<file path="src/rtl/gray_code_adder_core_pkg.sv">
// Shared Gray-code types and helpers for the Gray-domain adder and its decoders.
package gray_pkg;

    localparam int DEFAULT_WIDTH = 4;
    localparam int MAX_WIDTH     = 32;

    typedef logic [DEFAULT_WIDTH-1:0] gray_t;

    // Zero-extended input keeps the MSB of any narrower result correct after truncation.
    function automatic logic [MAX_WIDTH-1:0] bin2gray(input logic [MAX_WIDTH-1:0] bin);
        return bin ^ (bin >> 1);
    endfunction

endpackage

</file>
<file path="src/rtl/gray_code_adder_core_if.sv">
// Operand/result bundle for the Gray-domain adder; master drives operands, slave returns the sum.
interface gray_code_adder_core_if
    import gray_pkg::*;
#(
    parameter int WIDTH = DEFAULT_WIDTH
);
    logic             in_valid;
    logic [WIDTH-1:0] a;
    logic [WIDTH-1:0] b;
    logic             ci;
    logic             out_valid;
    logic [WIDTH-1:0] sum;
    logic             co;

    modport master (
        output in_valid, a, b, ci,
        input  out_valid, sum, co
    );

    modport slave (
        input  in_valid, a, b, ci,
        output out_valid, sum, co
    );
endinterface

</file>
<file path="src/rtl/gray2bin.sv">
// Combinational Gray-to-binary decoder: prefix XOR running down from the MSB.
module gray2bin #(
    parameter int WIDTH = 4
) (
    input  logic [WIDTH-1:0] gray,
    output logic [WIDTH-1:0] bin
);
    always_comb begin
        bin            = '0;
        bin[WIDTH-1]   = gray[WIDTH-1];
        for (int i = WIDTH - 2; i >= 0; i--) begin
            bin[i] = bin[i+1] ^ gray[i];
        end
    end
endmodule

</file>
<file path="src/rtl/gray_code_adder_core.sv">
// Registered adder with Gray-coded operands and sum, binary carry-in/out, 1-cycle latency.
module gray_code_adder_core
    import gray_pkg::*;
#(
    parameter int WIDTH = DEFAULT_WIDTH
) (
    input  logic                  clk,
    input  logic                  rst_n,
    gray_code_adder_core_if.slave bus
);
    logic [WIDTH-1:0] w_a_bin;
    logic [WIDTH-1:0] w_b_bin;
    logic [WIDTH:0]   w_total;
    logic [WIDTH-1:0] w_sum_gray;

    logic [WIDTH-1:0] r_sum;
    logic             r_co;
    logic             r_out_valid;

    gray2bin #(.WIDTH(WIDTH)) u_a_dec (
        .gray (bus.a),
        .bin  (w_a_bin)
    );

    gray2bin #(.WIDTH(WIDTH)) u_b_dec (
        .gray (bus.b),
        .bin  (w_b_bin)
    );

    assign w_total    = {1'b0, w_a_bin} + {1'b0, w_b_bin} + {{WIDTH{1'b0}}, bus.ci};
    assign w_sum_gray = WIDTH'(bin2gray(MAX_WIDTH'(w_total[WIDTH-1:0])));

    // Sum and carry hold while idle; only out_valid drops.
    always_ff @(posedge clk) begin
        if (!rst_n) begin
            r_sum       <= '0;
            r_co        <= 1'b0;
            r_out_valid <= 1'b0;
        end else begin
            r_out_valid <= bus.in_valid;
            if (bus.in_valid) begin
                r_sum <= w_sum_gray;
                r_co  <= w_total[WIDTH];
            end
        end
    end

    assign bus.sum       = r_sum;
    assign bus.co        = r_co;
    assign bus.out_valid = r_out_valid;
endmodule

</file>
<file path="src/flat_wrapper.sv">
// flat-port wrapper written by rule: the top's interface ports become plain ports
module gray_code_adder_core_flat import gray_pkg::*;
#(
    parameter int WIDTH = DEFAULT_WIDTH
)
  (clk, rst_n, bus_in_valid, bus_a, bus_b, bus_ci, bus_out_valid, bus_sum, bus_co);
  gray_code_adder_core_if #(.WIDTH(WIDTH)) bus_i ();
  input  logic clk;
  input  logic rst_n;
  input wire logic [$bits(bus_i.in_valid)-1:0] bus_in_valid;
  input wire logic [$bits(bus_i.a)-1:0] bus_a;
  input wire logic [$bits(bus_i.b)-1:0] bus_b;
  input wire logic [$bits(bus_i.ci)-1:0] bus_ci;
  output wire logic [$bits(bus_i.out_valid)-1:0] bus_out_valid;
  output wire logic [$bits(bus_i.sum)-1:0] bus_sum;
  output wire logic [$bits(bus_i.co)-1:0] bus_co;
  assign bus_i.in_valid = bus_in_valid;
  assign bus_i.a = bus_a;
  assign bus_i.b = bus_b;
  assign bus_i.ci = bus_ci;
  assign bus_out_valid = bus_i.out_valid;
  assign bus_sum = bus_i.sum;
  assign bus_co = bus_i.co;
  gray_code_adder_core #(.WIDTH(WIDTH)) u_core (.clk(clk), .rst_n(rst_n), .bus(bus_i));
endmodule
</file>
<file path="config.mk">
export PLATFORM = sky130hd
export DESIGN_NAME = gray_code_adder_core_flat
export DESIGN_NICKNAME = d
export VERILOG_FILES = /design/src/rtl/gray_code_adder_core_pkg.sv /design/src/rtl/gray_code_adder_core_if.sv /design/src/rtl/gray2bin.sv /design/src/rtl/gray_code_adder_core.sv /design/src/flat_wrapper.sv
export SDC_FILE = /design/constraint.sdc
export NUM_CORES = 1
export LEC_CHECK = 0
export ABC_AREA = 1
export CAP_MARGIN = 10
export CORE_UTILIZATION = 30
export DETAILED_ROUTE_END_ITERATION = 16
export SYNTH_ARGS = -nofsm -noshare
export SYNTH_HDL_FRONTEND = slang
export SYNTH_SLANG_ARGS = --single-unit
</file>
<file path="constraint.sdc">
create_clock -name clk -period 5.2 [get_ports clk]
set_input_delay 0.78 -clock clk [delete_from_list [all_inputs] [get_ports clk]]
set_output_delay 0.78 -clock clk [all_outputs]
set_load 0.01 [all_outputs]
</file>
==> flow_metrics.env <==
export IMPL_synth_area_um2=501.7
export IMPL_post_synth_cell_area_avg_um2=7.378
export IMPL_routed_via_density=4.301
export IMPL_drt_wl_total_um=802
export IMPL_pre_cts_slack_ns=1.588
export IMPL_hold_buffers=0
export IMPL_grt_pass1_wl_um=1449
export IMPL_reg2reg_slack_ns=4.56
export IMPL_maxSlewHeadroom_pct=76.32
export IMPL_yosys_area_top_type="dfxtp_1"
export IMPL_r2r_end="u_core.bus.sum[1]"
export IMPL_first_pass_iters=4
export IMPL_drc=0
export IMPL_grt_max_degree=9
export IMPL_worst_setup_path_start_kind="input port"
export IMPL_area_delta_synth_final_pct=41.65
export IMPL_gp_congestion=0.7343
export IMPL_status="completed"
export IMPL_synth_distinct_cells=15
export IMPL_grt_pass1_vias=417
export IMPL_rsz0062_at_grt="no"
export IMPL_mostFrequentLayoutCells="17 x inv_1, 17 x clkdlybuf4s50_1, 10 x nand2_1"
export IMPL_io_pins=18
export IMPL_timing_fmax_ghz=0.3004
export IMPL_cts_setup_buffers=0
export IMPL_switching_power_mw=0.06981
export IMPL_port_buffers=17
export IMPL_endpoint_kind="flop"
export IMPL_rows=14
export IMPL_multi_input_area_um2=310.3
export IMPL_setup_ws_ns=1.871
export IMPL_muxShareOfSynthArea_pct=0
export IMPL_worstHoldPathType="flop to flop"
export IMPL_grt_overflow=0
export IMPL_p_int_mw=0.1329
export IMPL_cts_tree="done"
export IMPL_min_delay_start="u_core.bus.sum[3]"
export IMPL_cts_resized=0
export IMPL_period_share_pct=64.02
export IMPL_synth_net_count=85
export IMPL_fin_area_um2=710.7
export IMPL_cts_root_buf="clkbuf_4"
export IMPL_n_antenna_cell=0
export IMPL_worstPathRequired_ns=5.34
export IMPL_whs_path_depth=2
export IMPL_cts_sinks=6
export IMPL_leakagePower_nw=0.3699
export IMPL_setup_violations=0
export IMPL_vias=443
export IMPL_die_y_um=42.90
export IMPL_wl_per_cell_um=7.786
export IMPL_layout_drive_gt1_share_pct=9.195
export IMPL_clk_path_buf_depth=2
export IMPL_vdd_drop_max_mv=0.1085
export IMPL_switching_share_pct=34.44
export IMPL_synth_top_family_by_area="XOR/XNOR gates"
export IMPL_layout_nets=106
export IMPL_post_route_min_period_ns=3.329
export IMPL_grt_use_total_pct=10.62
export IMPL_finClkSkew_ns=0
export IMPL_fin_setup_tns_ns=0
export IMPL_min_to="u_core.bus.sum[3]"
export IMPL_antenna_found_initial=0
export IMPL_die_x_um=42.90
export IMPL_synthAdderAreaFrac_pct=15.46
export IMPL_cts_buffers=3
export IMPL_r2r_cells=4
export IMPL_powerDensity_mw_per_mm2=285.3
export IMPL_die_area_mm2=0.001840
export IMPL_htreeDepth=1
export IMPL_fill_cells=167
export IMPL_ys_seq_elements=6
export IMPL_yosys_warnings=0
export IMPL_drt_antenna_violating_nets=0
export IMPL_final_util_pct=46.10
export IMPL_synth_top_area_share_pct=23.94
export IMPL_place_area_um2=688.2
export IMPL_initial_utilization_pct=32.55
export IMPL_timing_rr_start="u_core.bus.sum[1]"
export IMPL_tightest_slew_ns=0.3526
export IMPL_clkPwrFrac_pct=20.7
export IMPL_p_comb_share_pct=51.3
export IMPL_dp_hpwl_um=712.1
export IMPL_clk_pin_slew_ns=0.04
export IMPL_sequentialPowerShare_pct=28.0
export IMPL_hold_violations=0
export IMPL_clock_latency_ns=0.24
export IMPL_synthCells=68
export IMPL_slew_viol_final=0
export IMPL_critPathKind="input port to flop"
export IMPL_netlist_top_cells_area="dfxtp_1 24%, xor2_2 13%, inv_1 13%"
export IMPL_cp_max_fo=3
export IMPL_crit_arrival_ns=3.47
export IMPL_yosysSeqAreaShare_pct=23.94
export IMPL_core_area_mm2=0.001541
export IMPL_register_area_um2=120.1
export IMPL_synth_simple_area_share_pct=18.95
export IMPL_drv_cap=0
export IMPL_hold_slack_ns=0.4808
export IMPL_yosys_area_share_xor_xnor_pct=19.95
export IMPL_drt_iter0_drc=7
export IMPL_synth_compound_area_share_pct=7.481
## synth_stat cells, drive strengths merged
library cell	count
clkbuf	1
xor2	6
nand2	10
fa	2
o21ai	4
o211ai	1
xnor2	2
ha	3
nor2	6
a21oi	2
dfxtp	6
nand3	7
inv	18
## cells by family (layout without fill, tap and decap cells)
family          Yosys count  in the layout
simple gates             23             23
buf+inv                  19             38
xor+xnor                  8              8
compound gates            7              7
flops                     6              6
fa+ha+maj                 5              5
## through the flow
stage | instances | total power, mW
2_1_floorplan | 68 | 0.1287
3_3_place_gp | 100 | 0.1610
3_5_place_dp | 100 | 0.1631
4_1_cts | 103 | 0.2071
5_1_grt | 103 | 0.2236
6_report | 103 | 0.2027
## power groups by stage
stage / Clock, mW / Combinational (mW) / Sequential, mW
floorplan: 0 / 0.0671 / 0.0615
global placement: 0 / 0.104 / 0.0575
detailed placement: 0 / 0.105 / 0.0577
CTS: 0.0444 / 0.106 / 0.0569
global route: 0.0479 / 0.118 / 0.0578
finish: 0.0419 / 0.104 / 0.0568
## cell type report
| class | instances | area share [%] |
|---|---|---|
| inverters | 18 | 9.507 |
| multi-input cells | 43 | 43.66 |
| well taps | 16 | 2.817 |
| clock buffers | 3 | 3.169 |
| flip-flops and latches | 6 | 16.90 |
| repair buffers | 17 | 23.94 |
## how the worst max path moves through the flow
stage | from | endpoint | cells past startpoint
global placement | bus_b[3] | u_core.bus.sum[2] | 14
global route | bus_b[3] | u_core.bus.sum[2] | 14
detailed placement | bus_b[3] | u_core.bus.sum[2] | 14
CTS | bus_b[3] | u_core.bus.sum[2] | 14
floorplan | bus_b[2] | u_core.bus.sum[2] | 13
finish | bus_b[3] | u_core.bus.sum[2] | 14
## registers in the layout, indices dropped and copies added (netlist names)
name and cells:
u_core.bus.sum 4, u_core.bus.co 1, u_core.bus.out_valid 1
## layer usage
metal	global-route usage, %	part of all wire (%)	up-vias	routed length [um]
met5	0	0	-	0
met4	3.750	0	0	0
met3	6.383	6.4	0	51
met2	16.97	48	14	383
met1	11.46	46	191	367
li1	-	-	238	-
## worst max-delay path, stage by stage
cell and delay [ns]:
clkdlybuf4s50_1 0.52, xor2_2 0.22, xor2_2 0.24, nand2_1 0.08, nand2_1 0.07, inv_1 0.05
fa_1 0.43, fa_1 0.42, xnor2_1 0.33, inv_1 0.08, nand3_1 0.09, nand3_1 0.07
nand2_1 0.07, inv_1 0.03
Power figures use the tool's default switching activity.
